## src/rtl/serial_addsub10.sv

```systemverilog
// serial_addsub10 - bit-serial add/subtract unit.
//
// One fulladder is reused for WIDTH cycles, LSB first. A registered carry
// links each bit to the next one. Subtraction is done as A + ~B + 1: B is
// inverted when it is loaded, and the carry FF is preset to 1.
//
// Ports
//   clk       rising-edge clock
//   reset     synchronous, active-high reset
//   start     request an operation (sampled only while not busy)
//   sub       0: A+B, 1: A-B (sampled with start)
//   A, B      operands (sampled with start)
//   busy      operation in progress
//   done      one-cycle pulse when result/cout/overflow update
//   result    sum/difference, held until the next completion
//   cout      carry out of the MSB (for sub, 1 = no borrow)
//   overflow  signed overflow (carry into MSB xor carry out of MSB)
//
// state    | meaning
// ---------+---------------------------------------------------
// ST_IDLE  | waiting for start
// ST_RUN   | one bit per cycle through the fulladder
// ST_DONE  | result valid, done pulse; start here is accepted

module fulladder (
   input  logic a,
   input  logic b,
   input  logic cin,
   output logic sum,
   output logic cout
);
   assign sum  = a ^ b ^ cin;
   assign cout = (a & b) | (a & cin) | (b & cin);
endmodule

module serial_addsub10 #(
   parameter int WIDTH = 10
) (
   input  logic             clk,
   input  logic             reset,
   input  logic             start,
   input  logic             sub,
   input  logic [WIDTH-1:0] A,
   input  logic [WIDTH-1:0] B,
   output logic             busy,
   output logic             done,
   output logic [WIDTH-1:0] result,
   output logic             cout,
   output logic             overflow
);

   localparam int CW = (WIDTH > 2) ? $clog2(WIDTH) : 1;

   typedef enum logic [1:0] {
      ST_IDLE = 2'd0,
      ST_RUN  = 2'd1,
      ST_DONE = 2'd2
   } state_t;

   state_t           state, state_nxt;
   logic [WIDTH-1:0] ra, rb;
   logic [WIDTH-2:0] racc;
   logic [WIDTH-1:0] racc_next;
   logic             carry;
   logic [CW-1:0]    cnt;
   logic             fa_sum, fa_cout;
   logic             load, step, last;

   fulladder u_fa (
      .a    (ra[0]),
      .b    (rb[0]),
      .cin  (carry),
      .sum  (fa_sum),
      .cout (fa_cout)
   );

   // Accumulator plus this cycle's sum. On the last bit this is the full result.
   assign racc_next = {fa_sum, racc};
   assign last      = (cnt == CW'(WIDTH - 1));

   // busy and done are decoded straight from the state register, so they
   // have no combinational path from the inputs.
   assign busy = (state == ST_RUN);
   assign done = (state == ST_DONE);

   always_ff @(posedge clk) begin
      if (reset) state <= ST_IDLE;
      else       state <= state_nxt;
   end

   always_comb begin
      state_nxt = state;
      load      = 1'b0;
      step      = 1'b0;
      case (state)
         ST_IDLE: begin
            if (start) begin
               load      = 1'b1;
               state_nxt = ST_RUN;
            end
         end
         ST_RUN: begin
            step = 1'b1;
            if (last) state_nxt = ST_DONE;
         end
         ST_DONE: begin
            if (start) begin
               load      = 1'b1;
               state_nxt = ST_RUN;
            end else begin
               state_nxt = ST_IDLE;
            end
         end
         default: state_nxt = ST_IDLE;
      endcase
   end

   always_ff @(posedge clk) begin
      if (reset) begin
         ra       <= '0;
         rb       <= '0;
         racc     <= '0;
         carry    <= 1'b0;
         cnt      <= '0;
         result   <= '0;
         cout     <= 1'b0;
         overflow <= 1'b0;
      end else if (load) begin
         ra    <= A;
         rb    <= sub ? ~B : B;
         carry <= sub;
         cnt   <= '0;
         racc  <= '0;
      end else if (step) begin
         ra    <= ra >> 1;
         rb    <= rb >> 1;
         racc  <= racc_next[WIDTH-1:1];
         carry <= fa_cout;
         if (last) begin
            // The carry FF holds the carry into the MSB at this point.
            result   <= racc_next;
            cout     <= fa_cout;
            overflow <= carry ^ fa_cout;
         end else begin
            cnt <= cnt + CW'(1);
         end
      end
   end

endmodule

```

## config.mk

```make
export PLATFORM = sky130hd
export DESIGN_NAME = serial_addsub10
export DESIGN_NICKNAME = d
export VERILOG_FILES = /design/src/rtl/serial_addsub10.sv
export SDC_FILE = /design/constraint.sdc
export NUM_CORES = 1
export LEC_CHECK = 0
export BUFFER_PORTS_ARGS = -buffer_cell sky130_fd_sc_hd__buf_2
export CORE_ASPECT_RATIO = 1.75
export CORE_MARGIN = 5
export CORE_UTILIZATION = 54
export DETAILED_ROUTE_END_ITERATION = 8
export PLACE_DENSITY = 0.8
export SYNTH_ARGS = -nofsm -noshare
export SYNTH_HDL_FRONTEND = slang
export SYNTH_HIERARCHICAL = 1
export SYNTH_SLANG_ARGS = --single-unit
```

## constraint.sdc

```tcl
create_clock -name clk -period 1.65 [get_ports clk]
set_clock_uncertainty 0.1 [all_clocks]
set_input_delay 0.0825 -clock clk [delete_from_list [all_inputs] [get_ports clk]]
set_output_delay 0.0825 -clock clk [all_outputs]
set_load 0.01 [all_outputs]
```

=== Word level (Yosys, flattened, before mapping) ===
Cells that the tools add are included.

* Add/sub/neg operators: 1
* Equal/unequal tests: 5
* Mux-type cells: 14
* Bitwise operators: 11
* Reductions and logical operators: 7

{| class="wikitable"
|+ Operators by type and width
! operator !! number
|-
| $mux 10 || 5
|-
| $not 10->10 || 1
|-
| $mux 1 || 6
|-
| $pmux 2 s3 || 1
|-
| $add 4x1->4 const B || 1
|-
| $eq 4x4->1 const B || 1
|-
| $mux 2 || 2
|-
| $reduce_and 2->1 || 2
|-
| $reduce_or 2->1 || 2
|-
| $and 1x1->1 || 3
|-
| $reduce_and 3->1 || 1
|-
| $xor 1x1->1 || 3
|-
| $eq 2x1->1 const B || 1
|-
| $eq 2x2->1 const B || 1
|-
| $logic_not 2->1 || 1
|-
| $ne 2x1->1 const B || 1
|-
| $ne 2x2->1 const B || 1
|-
| $not 1->1 || 2
|-
| $or 1x1->1 || 2
|-
| $reduce_bool 2->1 || 1
|}

* Register bits: 48
* Output and inout port bits: 14
* Logic and storage cells: 47

=== Logic depth before layout (Yosys ltp) ===
Gate-level depths: netlist of run 1.

* Depth in word-level cells: 5
* Gate-level depth with buffers: 7

=== By module ===
The synthesis of run 1 kept the hierarchy.

{| class="wikitable"
|+ By module, submodules not included
! module !! times used !! cells each !! area an instance (um^2) !! sequential area each (um^2)
|-
| serial_addsub10 || 1 || 235 || 1,980.6 || 960.9
|-
| fulladder || 1 || 1 || 20.0 || 0.0
|}

=== Worst setup path before layout of run 1 ===
Ideal clock, no wire load.

* Path kind: register to register
* From: register cnt[1]
* To: register cnt[0]
* Arrival time: 1.250 ns
* Data required time: 1.480 ns
* Path slack: 0.230 ns
* Cell stages (with the launch flop): 7
* Buffers on the path: 1
* Clock period less this slack: 1.420 ns
* Cell sequence: dfxtp_1 > inv_1 > ha_1 > and3b_1 > clkbuf_2 > or3_1 > a21oi_1

* Cells in the longest elaborated chain, start to end: 3

{| class="wikitable"
|+ Ends and longest elaborated chain
! item !! RTL line !! source
|-
| start: declaration || 65 || <nowiki>logic [CW-1:0] cnt;</nowiki>
|-
| start signal: assignment || 145 || <nowiki>cnt <= cnt + CW'(1);</nowiki>
|-
| $eq 4x4->1 || 79 || <nowiki>assign last = (cnt == CW'(WIDTH - 1));</nowiki>
|-
| $not 1->1 (no source line) || - ||
|-
| $reduce_and 2->1 (no source line) || - ||
|}

No other way between the ends.
A chain may end at the register's enable or synchronous reset.

=== Worst setup path in the final report of run 1 ===
* From: register state[1]
* To: output busy

* Cells in the longest elaborated chain, start to end: 1

{| class="wikitable"
|+ Ends and longest elaborated chain
! item !! RTL line !! source
|-
| start: declaration || 60 || <nowiki>state_t state, state_nxt;</nowiki>
|-
| start signal: assignment || 88 || <nowiki>else state <= state_nxt;</nowiki>
|-
| $eq 2x1->1 || 83 || <nowiki>assign busy = (state == ST_RUN);</nowiki>
|-
| end: declaration || 45 || <nowiki>output logic busy,</nowiki>
|}

No other way between the ends.

==> results.sh, run 1 <==
export IMPL_antenna_cells=0
export IMPL_die_h_um=90.5
export IMPL_unrepaired_setup_endpoints_after_global_routing="false"
export IMPL_critical_path_n_buffers_inverters=3
export IMPL_status="finished, final reports clean"
export IMPL_slew_limit_headroom_pct=68.8
export IMPL_cell_at_the_slowest_stage_of_the_critical_path="dfxtp_1"
export IMPL_first_iter_violations=44
export IMPL_largest_net_degree_at_the_start_of_global_routing=24
export IMPL_cp_required_ns=1.47
export IMPL_detailroute_wirelength_met3_um=243
export IMPL_synthCells=236
export IMPL_criticalPathCategory="reg2out"
export IMPL_final_setup_tns_ns=0
export IMPL_detail_route_first_pass_iterations=4
export IMPL_starting_utilization_of_the_core_area_pct=55.7
export IMPL_cp_cell_sequence="nand2b_2 -> inv_4 -> buf_6 -> buf_2"
export IMPL_worst_endpoint_arrival_ns=1.37
export IMPL_remaining_drc_errors=0
export IMPL_grt_first_pass_wirelength_um=7510
export IMPL_design_core_area_mm2=0.00359
export IMPL_clockRootBuffer="clkbuf_8"
export IMPL_synth_top_cells_by_area="dfxtp_1 (48%), a21oi_1 (9.0%), nand3_1 (6.0%), xor2_1 (4.8%), nor3_1 (4.5%)"
export IMPL_post_drt_wl_per_cell_um=13.3
export IMPL_post_synth_cell_area_avg_um2=8.48
export IMPL_layoutNonFillerInstCount=330
export IMPL_power_per_cell_area_mw_per_mm2=924
export IMPL_report_final_slew_viol_count=0
export IMPL_placementRows=29
export IMPL_met2_length_um=2380
export IMPL_number_of_nets_with_antenna_violations_after_routing=0
export IMPL_critPathCaptureType="output port"
export IMPL_maxCapViolCount=0
export IMPL_power_leakage_nw=0.956
export IMPL_design_die_area_mm2=0.00507
export IMPL_seq_area_frac_synth_pct=48.0
export IMPL_global_placement_routability_congestion=0.810
export IMPL_area_growth_synth_to_final_pct=23.0
export IMPL_grt_total_usage_pct=17.8
export IMPL_route_top_layer_used="met4"
export IMPL_synth_top_cell_by_area="dfxtp_1"
export IMPL_place_detailed_instances=309
export IMPL_mostFrequentLayoutCells="dfxtp_1 (48), buf_2 (37), a21oi_1 (36)"
export IMPL_numClockSinks=48
export IMPL_fp_dieW_um=56.0
export IMPL_synth_seq_cells=48
export IMPL_worstMarginPinSlew_ns=0.467
export IMPL_critical_path_max_stage_delay_ns=0.33
export IMPL_clock_buffer_depth=2
export IMPL_fmaxAchievable_mhz=644
export IMPL_crit_path_max_fanout=18
export IMPL_nets=310
export IMPL_cts_tree="yes"
export IMPL_first_global_vias=1721
export IMPL_count_of_port_buffers_added_during_placement=37
export IMPL_path_delay_family="buffers and inverters"
export IMPL_layout_drive_gt1_share_pct=21.8
export IMPL_holdCritPathClass="in2reg"
export IMPL_setup_viol=0
export IMPL_postSynthNetCount=263
export IMPL_cts_htree_levels=2
export IMPL_clkSlewWorstSetupHoldPaths_ns=0.09
export IMPL_timing_final_crit_share_pct=94.2
export IMPL_post_synth_num_cell_types=29
export IMPL_synth_largest_type_area_fraction_pct=48.0
export IMPL_vdd_drop_max_mv=0.845
export IMPL_cts_made_buffers=5
export IMPL_fin_crit_ns=1.55
export IMPL_insertion_delay_ns=0.30
export IMPL_routed_via_count_divided_by_cell_count=5.66
export IMPL_ios=38
export IMPL_m1WireLength_um=1670
export IMPL_vias=1868
export IMPL_worstSetupStartpointType="register"
export IMPL_hold_violations=0
export IMPL_number_of_antenna_violations_at_the_first_check_in_global_routing=0
export IMPL_detailed_place_hpwl_um=2990
export IMPL_mappedNetlistArea_mm2=0.00200
export IMPL_routed_wirelength_um=4390
export IMPL_ys_warnings_count=6
export IMPL_grt_overflow_total=0
export IMPL_mostFrequentLayoutCell="dfxtp_1"
path summary, 6_finish.rpt:
path | start | end | slack (ns) | cells after the start
worst max-delay path | state[1]$_SDFFE_PP0P_ | busy | 0.1 | 4
worst min-delay path | A[1] | ra[1]$_SDFFE_PP0P_ | 0.02 | 3
worst max register to register | cnt[1]$_SDFFE_PP0P_ | cnt[0]$_SDFFE_PP0P_ | 0.15 | 5
worst min register to register | rb[1]$_SDFFE_PP0P_ | rb[1]$_SDFFE_PP0P_ | 0.37 | 2
report_power, final:
part | total, W | switching (W) | internal [W]
combinational | 0.000324 | 0.000178 | 0.000146
sequential | 0.00124 | 0.0000316 | 0.00121
clock | 0.000709 | 0.000409 | 0.000300
total | 0.00228 | 0.000618 | 0.00166
registers in the layout, summed over array words and instances, names as in the netlist:
| name | count |
|---|---|
| rb | 10 |
| result | 10 |
| cnt | 4 |
| racc | 9 |
| cout | 1 |
| ra | 10 |
| carry | 1 |
| state | 2 |
| overflow | 1 |
layout make-up:
cell class / count / area, um^2
Timing Repair Buffer: 62 / 414
Clock inverter: 3 / 23.8
Multi-Input combinational cell: 163 / 922
Tap cell: 46 / 57.6
Fill cell: 304 / 1130
Inverter: 3 / 13.8
Sequential cell: 48 / 961
Clock buffer: 5 / 68.8
cell usage after synthesis:
cell type  instances
inv_2              1
buf_6              1
a21oi_1           36
a22oi_1           10
nand2b_2           1
ha_1               2
fa_1               1
buf_2             12
o21a_1             1
or3_1              2
nor2b_1            2
xor2_1            11
a31oi_1            1
clkbuf_1           8
dfxtp_1           48
o21ai_0           13
a211oi_1           2
nand3b_1           2
clkbuf_2           1
o21ai_1            1
o22ai_1            8
nor3_1            18
nand3_1           24
and3b_1            1
xnor2_1            1
inv_1              2
nor2_1             2
nand2_1           23
nand2b_1           1
routing by layer:
layer  up-vias  GRT usage (%)
met5         -              0
met3        10           3.43
met1       879           19.4
li1        925              -
met4         0           7.33
met2        54           32.6
cells by family after synthesis:
family | synth area share, %
and+or+nand+nor | 18.4
AOI/OAI and AO/OA | 20.2
DFF | 48.0
buffers and inverters | 5.88
xor gates and xnor gates | 5.25
adders and majority gates | 2.25
worst min-delay path: cells and delay by family:
family,cells,cell delay [ns]
AND/OR/NAND/NOR,1,0.07
AO/OA/AOI/OAI,1,0.11
buffers and inverters,1,0.10
per-stage QoR:
| stage | hold WS, ns | area, um^2 | total power [W] | utilization [%] | worst slack (ns) |
|---|---|---|---|---|---|
| 6_report | 0.0226 | 2460 | 0.00228 | 68.5 | 0.0964 |
| 5_1_grt | 0.0431 | 2460 | 0.00238 | 68.5 | 0.0250 |
| 4_1_cts | 0.0192 | 2430 | 0.00228 | 67.7 | 0.00268 |
| 3_5_place_dp | 0.239 | 2240 | 0.00157 | 62.3 | 0.146 |
| 3_3_place_gp | 0.237 | 2240 | 0.00156 | 62.3 | 0.208 |
| 2_1_floorplan | 0.119 | 2000 | 0.00147 | - | 0.230 |
what timing repair did:
item | 4_1_cts | 5_1_grt
resized for setup | 0 | 2
setup buffers | 0 | 3
hold buffers | 10 | 0
endpoints found under the hold margin | 10 | 0
setup endpoints to repair | 0 | 9
No activity file was read; power rests on OpenSTA's default activity.
==> run 2: changes to the inputs <==
Settings changed: CTS_CLUSTER_SIZE set to 16, PLACE_DENSITY 0.8 to 0.87, RECOVER_POWER set to 25.
==> run 2 against run 1 <==
Compared with the run above: non-clock buffer count shrank 4; combinational power shrank 5%; sequential share of layout area grew 1.0 points; utilization shrank 1.8 points; sequential power is essentially flat; cell count shrank 1.2%; die area is the same; hold slack lost 0.012 ns; global-route usage is essentially flat.
==> results.sh, run 2 (synthesis gave the netlist of run 1 again) <==
export IMPL_status="finished, final reports clean"
export IMPL_grt_total_usage_pct=17.8
export IMPL_power_per_cell_area_mw_per_mm2=944
export IMPL_final_setup_tns_ns=0
export IMPL_first_iter_violations=53
export IMPL_vdd_drop_max_mv=0.871
export IMPL_cts_htree_levels=2
export IMPL_routed_via_count_divided_by_cell_count=5.59
export IMPL_fp_dieW_um=56.0
export IMPL_power_leakage_nw=0.879
export IMPL_number_of_antenna_violations_at_the_first_check_in_global_routing=0
export IMPL_critical_path_reg2reg_endpoint="cnt[0]$_SDFFE_PP0P_"
export IMPL_criticalPathCategory="reg2out"
export IMPL_regToRegStartpoint="cnt[1]$_SDFFE_PP0P_"
export IMPL_cts_tree="yes"
export IMPL_design_die_area_mm2=0.00507
export IMPL_worstMarginPinSlew_ns=0.450
export IMPL_clockRootBuffer="clkbuf_8"
export IMPL_timing_reg2reg_worst_path_depth=5
export IMPL_first_global_vias=1735
export IMPL_post_route_core_utilization_pct=66.7
export IMPL_slew_limit_headroom_pct=69.9
export IMPL_largest_net_degree_at_the_start_of_global_routing=27
export IMPL_crit_path_max_fanout=26
export IMPL_design_core_area_mm2=0.00359
export IMPL_report_final_slew_viol_count=0
export IMPL_number_of_nets_with_antenna_violations_after_routing=0
export IMPL_holdCritPathClass="in2reg"
export IMPL_grt_first_pass_wirelength_um=7340
export IMPL_worstSetupStartpointType="register"
export IMPL_regToRegSetupSlack_ns=0.15
export IMPL_ios=38
export IMPL_numClockSinks=48
export IMPL_fin_crit_ns=1.52
export IMPL_starting_utilization_of_the_core_area_pct=55.7
export IMPL_hold_violations=0
export IMPL_post_drt_wl_per_cell_um=13.3
export IMPL_crit_path_start="state[0]$_SDFFE_PP0P_"
export IMPL_mostFrequentLayoutCells="dfxtp_1 (48), a21oi_1 (36), nand3_1 (24), buf_2 (24), nand2_1 (23)"
export IMPL_cp_required_ns=1.47
export IMPL_maxCapViolCount=0
export IMPL_critPathCapture="busy"
export IMPL_placementRows=29
export IMPL_unrepaired_setup_endpoints_after_global_routing="false"
export IMPL_critPathCaptureType="output port"
export IMPL_insertion_delay_ns=0.29
export IMPL_layout_drive_gt1_share_pct=16.1
export IMPL_remaining_drc_errors=0
export IMPL_routed_wirelength_um=4330
export IMPL_nets=306
export IMPL_timing_final_crit_share_pct=92.1
export IMPL_worst_endpoint_arrival_ns=1.34
export IMPL_die_h_um=90.5
export IMPL_vias=1821
export IMPL_mostFrequentLayoutCell="dfxtp_1"
export IMPL_area_growth_synth_to_final_pct=19.8
export IMPL_count_of_port_buffers_added_during_placement=37
export IMPL_worst_hold_slack_ns=0.0105
export IMPL_clock_buffer_depth=2
export IMPL_top_regs="ra x10, rb x10, result x10"
export IMPL_fmaxAchievable_mhz=658
export IMPL_detailed_place_hpwl_um=3050
export IMPL_clkSlewWorstSetupHoldPaths_ns=0.08
export IMPL_cts_made_buffers=5
export IMPL_setup_viol=0
export IMPL_detail_route_first_pass_iterations=4
export IMPL_global_placement_routability_congestion=0.827
export IMPL_grt_overflow_total=0
export IMPL_antenna_cells=0
-- run 2: repair_timing --
item                                    4_1_cts  5_1_grt
gates resized for setup                       0        2
setup buffers                                 0        2
endpoints found under the setup margin        0        6
hold buffers                                  8        0
hold endpoints to repair                      8        0
-- run 2: final cells by class --
cell class / instances / area (um^2)
well taps: 46 / 57.6
repair buffers: 58 / 347
flip-flops and latches: 48 / 961
clock inverters: 1 / 7.51
clock buffers: 7 / 86.3
inverters: 3 / 11.3
multi-input cells: 163 / 927
fillers: 308 / 1190
-- run 2: where the power goes --
group	internal [W]	total, W	switching [W]
logic	0.000136	0.000308	0.000172
registers	0.00121	0.00125	0.0000355
clock network	0.000341	0.000709	0.000368
-- run 2: metrics by stage --
stage          setup WS (ns)  area [um^2]  instances  total power (W)
5_1_grt               0.0326         2400        326          0.00238
2_1_floorplan          0.230         2000        236          0.00147
3_5_place_dp           0.117         2220        308          0.00156
6_report               0.130         2400        326          0.00226
4_1_cts              0.00918         2390        324          0.00228
3_3_place_gp           0.206         2220        308          0.00155
-- run 2: worst min-delay path by stage --
stage	startpoint	to	slack, ns	depth (start not counted)
after floorplan	A[9]	ra[9]$_SDFFE_PP0P_	0.12	2
after global placement	A[9]	ra[9]$_SDFFE_PP0P_	0.24	3
after detailed placement	A[9]	ra[9]$_SDFFE_PP0P_	0.26	3
after CTS	A[5]	ra[5]$_SDFFE_PP0P_	0.0007	3
after global routing	A[8]	ra[8]$_SDFFE_PP0P_	0.04	3
final	A[8]	ra[8]$_SDFFE_PP0P_	0.01	3
-- run 2: routing by layer --
layer / vias to the layer above / share of wire [%] / track usage (%)
li1: 919 / - / -
met1: 859 / 38 / 17.5
met2: 41 / 57 / 34.7
met3: 2 / 4.3 / 3.86
met4: 0 / 0.72 / 7.13
met5: - / 0 / 0
-- run 2: critical path: stages, from the launching register on --
cell      delay (ns)
dfxtp_1         0.45
nand2b_4        0.14
inv_2           0.09
buf_6           0.20
buf_2           0.17
